### src/rtl/xor_popcount_acc.sv
// Binary-neuron accumulator: sums popcount(x^w) beats, then reports count and activation.
// Define POPACC_SAT_EN for a saturating accumulator with out_sat; otherwise it wraps and out_sat is 0.
module xor_popcount_acc #(
  parameter int LANES     = 2,
  parameter int ACC_W     = 8,
  parameter int MAX_BEATS = 64
) (
  input  logic             clk,
  input  logic             rst,
  input  logic             start,
  input  logic [ACC_W-1:0] thresh,
  input  logic             in_valid,
  output logic             in_ready,
  input  logic [LANES-1:0] in_op,
  input  logic             in_last,
  output logic             out_valid,
  input  logic             out_ready,
  output logic [ACC_W-1:0] out_count,
  output logic             out_bit,
  output logic             out_forced,
  output logic             out_sat,
  output logic             busy,
  output logic [1:0]       dbg_state
);

  // Handshakes: a transfer happens on a rising edge where valid && ready are both 1;
  // in_ready depends on state only, out_valid is the DONE state, results hold until out_ready.

  localparam int CNT_W = $clog2(MAX_BEATS + 1);
  localparam int POP_W = $clog2(LANES + 1);

  typedef enum logic [1:0] {
    S_IDLE = 2'd0,
    S_ACC  = 2'd1,
    S_DONE = 2'd2
  } state_t;

  state_t           r_state;
  state_t           w_next;
  logic [ACC_W-1:0] r_acc;
  logic [ACC_W-1:0] r_thresh;
  logic [CNT_W-1:0] r_beat_cnt;
  logic [ACC_W-1:0] r_out_count;
  logic             r_out_bit;
  logic             r_out_forced;
  logic             r_out_sat;
  logic [POP_W-1:0] w_pop;
  logic [ACC_W-1:0] w_acc_next;
  logic             w_sat_next;
  logic             w_accept;
  logic             w_cap;
  logic             w_final;
  logic             w_start;

  always_comb begin
    w_pop = '0;
    for (int i = 0; i < LANES; i++) begin
      w_pop = w_pop + POP_W'(in_op[i]);
    end
  end

`ifdef POPACC_SAT_EN
  logic [ACC_W:0] w_sum;
  logic           r_sat;

  assign w_sum      = {1'b0, r_acc} + (ACC_W + 1)'(w_pop);
  assign w_acc_next = w_sum[ACC_W] ? {ACC_W{1'b1}} : w_sum[ACC_W-1:0];
  // Sticky for the neuron: any overflowing addition marks the result.
  assign w_sat_next = r_sat | w_sum[ACC_W];

  always_ff @(posedge clk or posedge rst) begin
    if (rst) begin
      r_sat <= 1'b0;
    end else if (w_start) begin
      r_sat <= 1'b0;
    end else if (w_accept) begin
      r_sat <= w_sat_next;
    end
  end

  assign out_sat = r_out_sat;
`else
  assign w_acc_next = r_acc + ACC_W'(w_pop);
  assign w_sat_next = 1'b0;
  assign out_sat    = 1'b0;
`endif

  assign in_ready  = (r_state == S_ACC);
  assign out_valid = (r_state == S_DONE);
  assign busy      = (r_state != S_IDLE);
  assign dbg_state = r_state;

  assign w_start  = (r_state == S_IDLE) && start;
  assign w_accept = in_valid && in_ready;
  assign w_cap    = (r_beat_cnt == CNT_W'(MAX_BEATS - 1));
  assign w_final  = w_accept && (in_last || w_cap);

  always_comb begin
    w_next = r_state;
    case (r_state)
      S_IDLE:  if (start) w_next = S_ACC;
      S_ACC:   if (w_final) w_next = S_DONE;
      S_DONE:  if (out_ready) w_next = S_IDLE;
      default: w_next = S_IDLE;
    endcase
  end

  always_ff @(posedge clk or posedge rst) begin
    if (rst) begin
      r_state      <= S_IDLE;
      r_acc        <= '0;
      r_beat_cnt   <= '0;
      r_thresh     <= '0;
      r_out_count  <= '0;
      r_out_bit    <= 1'b0;
      r_out_forced <= 1'b0;
      r_out_sat    <= 1'b0;
    end else begin
      r_state <= w_next;
      if (w_start) begin
        r_acc      <= '0;
        r_beat_cnt <= '0;
        r_thresh   <= thresh;
      end else if (w_accept) begin
        r_acc      <= w_acc_next;
        r_beat_cnt <= r_beat_cnt + 1'b1;
      end
      // Result registers load only on the final beat, so they retain the last result elsewhere.
      if (w_final) begin
        r_out_count  <= w_acc_next;
        r_out_bit    <= (w_acc_next < r_thresh);
        r_out_forced <= w_cap && !in_last;
        r_out_sat    <= w_sat_next;
      end
    end
  end

  assign out_count  = r_out_count;
  assign out_bit    = r_out_bit;
  assign out_forced = r_out_forced;

endmodule

### config.mk
export PLATFORM = sky130hd
export DESIGN_NAME = xor_popcount_acc
export DESIGN_NICKNAME = d
export VERILOG_FILES = /design/src/rtl/xor_popcount_acc.sv
export SDC_FILE = /design/constraint.sdc
export NUM_CORES = 1
export LEC_CHECK = 0
export CAP_MARGIN = 20
export CORE_ASPECT_RATIO = 1.5
export CORE_MARGIN = 2
export CORE_UTILIZATION = 45
export DETAILED_ROUTE_END_ITERATION = 16
export PLACE_DENSITY = 0.73
export SKIP_LAST_GASP = 1
export SYNTH_ARGS = -nofsm -noshare
export SYNTH_HDL_FRONTEND = slang
export SYNTH_SLANG_ARGS = --single-unit
### constraint.sdc
create_clock -name clk -period 3.19 [get_ports clk]
set_input_delay 0.638 -clock clk [delete_from_list [all_inputs] [get_ports clk]]
set_output_delay 0.638 -clock clk [all_outputs]
set_load 0.05 [all_outputs]
After elaboration in Yosys (flattened, before gate mapping)
Index checks and enable logic that the tools add are counted.
{ "totals": {"memories": 0, "output_inout_bits": 16, "elab_cells": 35, "reg_bits": 35, "ramBits": 0, "latchBits": 0, "in_bits": 16, "rom_bits": 0} }
{ "classes": {"bitwise_logic": 0, "order_cmp": 1, "n_reduce_logical": 10, "div": 0, "n_mul": 0, "n_shift": 0, "add_sub_neg": 3, "mux": 8, "eq_ne": 6} }
{ "ops": {"columns": ["op", "count"], "rows": [
  ["two-way mux 8 bit", 2],
  ["two-way mux 7 bit", 2],
  ["adder 8 x 2 -> 8 bit", 1],
  ["< comparator 8 bit", 1],
  ["adder 7 x 1 -> 7 bit (second input constant)", 1],
  ["== test 7 x 6 -> 1 bit (second input constant)", 1],
  ["two-way mux 2 bit", 3],
  ["one-hot mux 2 bit (3 select lines)", 1],
  ["logical AND 1 bit", 4],
  ["inequality test 2 x 1 -> 1 bit (second input constant)", 2],
  ["nonzero test 2 bit", 2],
  ["AND reduction 3 bit", 1],
  ["adder 1 x 1 -> 2 bit", 1],
  ["== test 2 x 1 -> 1 bit (second input constant)", 1],
  ["== test 2 bit (second input constant)", 1],
  ["zero test 2 bit", 1],
  ["inequality test 2 bit (second input constant)", 1],
  ["zero test 1 bit", 1],
  ["logical OR 1 bit", 1]
]} }

Logic depth before layout (Yosys ltp)
{ "logic_depth": {"depth_word": 5, "depth_mapped": 11, "ltp_nobuf": 11} }

Least setup slack after synthesis
No wires, ideal clock.
{ "synth_timing": {"path_kind": "input port to flip-flop", "from": "input port in_op[0]", "to": "register r_out_bit (netlist: out_bit)", "setup_ps": 104, "stages": 10, "required_time_ps": 3086, "arrival_time_ps": 2505, "slack_ps": 581, "n_path_buf": 0, "path_cell_list": "inv_1 > fa_1 > nand3b_4 > nor3_4 > xor2_2 > ha_1 > and4_1 > o21ai_0 > a21oi_1 > o41ai_2"} }
{ "synth_via": {"elab_chain_len": 3} }
{ "synth_lines": {"columns": ["item", "line_no", "source"], "rows": [
  ["start: declaration", "14", "input logic [LANES-1:0] in_op,"],
  ["adder 1 x 1 -> 2 bit", "58", "w_pop = w_pop + POP_W'(in_op[i]);"],
  ["adder 8 x 2 -> 8 bit", "83", "assign w_acc_next = r_acc + ACC_W'(w_pop);"],
  ["named net w_acc_next[7]", "48", "logic [ACC_W-1:0] w_acc_next;"],
  ["< comparator 8 bit", "131", "r_out_bit <= (w_acc_next < r_thresh);"],
  ["end signal: assignment", "131", null],
  ["end: declaration", "44", "logic r_out_bit;"]
]} }
The timed path passes the listed nets, and every way through them passes these cells.
A chain may end at the register's enable or synchronous reset.

Worst setup path in the final report
Same ends and word-level chain as after synthesis.

==> key figures <==
Placement
  • Detailed Place HPWL: between 2 and 3 mm
  • # port buffers: 30
  • Placed Cells incl. Taps: around 240
  • Placer Congestion: 0.8728

Cells and area
  • Commonest non-fill, non-tap cell in the layout: dfrtp_1
  • Non-filler cells, final: 244
  • Most frequent cells in the layout: 35 x dfrtp_1, 30 x clkdlybuf4s50_1, 14 x o21ai_0, 14 x inv_1, 13 x nand2_1
  • Share of post-route cells with drive strength above 1: 0.1809
  • Core Util, Final: 0.5909
  • Fin nets: 224
  • # diodes: 0
  • Area growth syn-to-layout: 27.09%

Clocking
  • CTS Sinks: 35
  • Cts bufs inserted: 5
  • Post-CTS Setup Bufs: 0
  • CTS Buffer Depth: 2
  • CTS Root Cell: clkbuf_8
  • Clk slew on worst S/H paths: 0.07 ns
  • Post-CTS Hold Buffers: 0
  • CTS resizes: 0
  • Htree depth: 2
  • CTS tree: yes
  • Clock Latency Late Sink: 0.29 ns

Route
  • Via count: 1251
  • Vias per Instance: 5.127
  • 1st-iter DRT viols: 25
  • ANT nets after route: 0
  • Wire per inst: 14.77 um
  • DRC: 0
  • Final wirelength: around 3.6 mm
  • DRT Pass-1 Iters: 4

Logic synthesis
  • Mapped cell area: about 0.0018 mm^2
  • Yosys warnings: 0
  • Mapped Avg Cell Area: 11.47 um^2
  • Mapped Cells: 159
  • Seq cells post-synth: 35
  • Main flop type after synthesis: dfrtp_1
  • Sequential area share after synthesis: 0.4801
  • Cell variety after synth: 43
  • Synth top area cells: dfrtp_1 48%, ha_1 6.2%, mux2_4 5.8%
  • Post-Syn Nets: 185
  • Ys async rst share: 1.000
  • Post-synth EDFFs: 0
  • Synth top area share: 0.4801
  • Post-synth top area cell: dfrtp_1

Die
  • Row Count: 28
  • Die footprint: 0.004590 mm^2
  • Ports: 32
  • Starting density of the core: 0.4649
  • Core Box Area: 0.003924 mm^2
  • Die X: 55.99 um
  • Die H: about 80 um

Critical path
  • Crit path buffers/inverters: 2
  • Arrival time worst endpoint: 3.12 ns
  • Max stage delay on crit path: 0.46 ns
  • Crit path max fanout: 5
  • Cell-by-cell trace of the critical path: clkdlybuf4s50_1 > inv_1 > fa_1 > nand3b_4 > nor3_4 > xor2_2 > ha_1 > and4_1 > o21ai_0 > a21oi_1 > o41ai_2
  • CP max stage cell: clkdlybuf4s50_1
  • Worst R2R Path Depth: 10
  • Kind of end point of the critical path: flop
  • Kind of critical path: input port to flop
  • Top delay family on crit path: adder cells
  • Worst path required time: 3.38 ns
  • WP depth: 11
  • Worst setup SP type: input port

Status
  • Status: finished, final reports clean

STA
  • Tmin final: roughly 2.9 ns
  • Final hold viol count: 0
  • Unrepaired setup endpoints after global routing: no
  • Final slew viol count: 0
  • Clock skew: 0.004663 ns
  • Slew headroom: 0.5215
  • Fin crit share: 0.9205
  • Fmax: around 340 MHz
  • Worst slew pin tran: 0.7177 ns
  • Final setup viols: 0

Global route
  • Initial antenna violation count: 0
  • GR Overflow Total: 0
  • GRT Overall Usage: 0.1781
  • Largest net degree at the start of global routing: 36
  • First-pass GRT wire length: 6.154 mm
  • Vias in the first global route: 1308

Power and ir drop
  • Worst VDD drop: 0.6913 mV
  • Static leakage: 1.124 nW
  • PD cells: 772.6 mW/mm^2

Min path
  • Worst min path class: flop to flop
  • WHS Path Cells: 2

Job
  • Max cap viols: 0
-- synthesized netlist by cell type, types with 3 or more instances --
| cell type | number |
|---|---|
| nand3_1 | 3 |
| nor2_1 | 8 |
| xor2_1 | 6 |
| dfrtp_1 | 35 |
| ha_1 | 9 |
| buf_4 | 3 |
| o21ai_0 | 14 |
| mux2_4 | 7 |
| inv_1 | 14 |
| nand2_1 | 13 |
| a22o_1 | 7 |
| xnor2_1 | 4 |
-- layer usage --
layer / track usage / share of wire / vias up
met3: 0.04724 / 0.042 / 8
met2: 0.3141 / 0.54 / 28
li1: - / - / 613
met4: 0.08571 / 0.023 / 0
met1: 0.1998 / 0.39 / 602
met5: 0 / 0 / -
-- power breakdown --
group          leakage [nW]  internal (W)  total, W  switching (W)
logic                 0.602      0.000293  0.000748       0.000455
registers             0.461      0.000556  0.000633      0.0000772
clock network        0.0612      0.000253  0.000410       0.000157
-- state kept, by name, summed over array words and instances, names as in the netlist --
| signal | count |
|---|---|
| r_thresh | 8 |
| r_beat_cnt | 7 |
| out_forced | 1 |
| out_count | 8 |
| dbg_state | 2 |
| out_bit | 1 |
| r_acc | 8 |
-- worst reg2reg max path: stages (launching register included) --
cell and delay, ns:
dfrtp_1 0.34, inv_1 0.05, fa_1 0.38, nand3b_4 0.21, nor3_4 0.24, xor2_2 0.20, ha_1 0.27, and4_1 0.17
o21ai_0 0.07, a21oi_1 0.06, o41ai_2 0.31
-- through the flow --
| step | worst slack [ns] | total power, W | instance area (um^2) | hold slack (ns) | TNS (ns) |
|---|---|---|---|---|---|
| 6_report | 0.2538 | 0.001791 | 2318 | 0.4865 | 0 |
| 2_1_floorplan | 0.5812 | 0.001165 | 1824 | 0.4498 | 0 |
| 5_1_grt | 0.09675 | 0.001915 | 2318 | 0.5308 | 0 |
| 4_1_cts | 0.2289 | 0.001810 | 2318 | 0.4891 | 0 |
| 3_5_place_dp | -0.08047 | 0.001388 | 2201 | 0.4743 | -0.08047 |
| 3_3_place_gp | 0.03220 | 0.001369 | 2201 | 0.4721 | 0 |
-- worst paths after layout --
path                       startpoint  slack (ns)            end
min reg2reg                  r_acc[0]        0.49       r_acc[0]
max                          in_op[0]        0.25        out_bit
max reg2reg                  r_acc[0]        0.78        out_bit
min in group asynchronous         rst        0.74  r_beat_cnt[1]
min                          r_acc[0]        0.49       r_acc[0]
max in group asynchronous         rst        2.15    r_thresh[2]
-- logic make-up (layout without fill, tap and decap cells) --
logic type               count (synthesis)  in the layout  share of synthesized area
AND/OR/NAND/NOR                         42             42                     0.1447
adder cells (fa/ha/maj)                 10             10                    0.07270
AO/OA/AOI/OAI                           33             33                     0.1331
multiplexers                             8              8                    0.06379
flip-flops                              35             35                     0.4801
XOR/XNOR                                11             11                    0.05693
other                                    1              1                   0.002056
buffers and inverters                   19             59                    0.04664
-- area by class of cell --
class / count / area, um^2
clock buffer: 6 / 82.58
multi-input combinational: 105 / 863.3
timing repair buffer: 37 / 352.8
clock inverter: 2 / 35.03
inverter: 14 / 52.55
fill: 333 / 1605
sequential: 35 / 875.8
tap: 45 / 56.30
(Power assumes the default switching activity.)
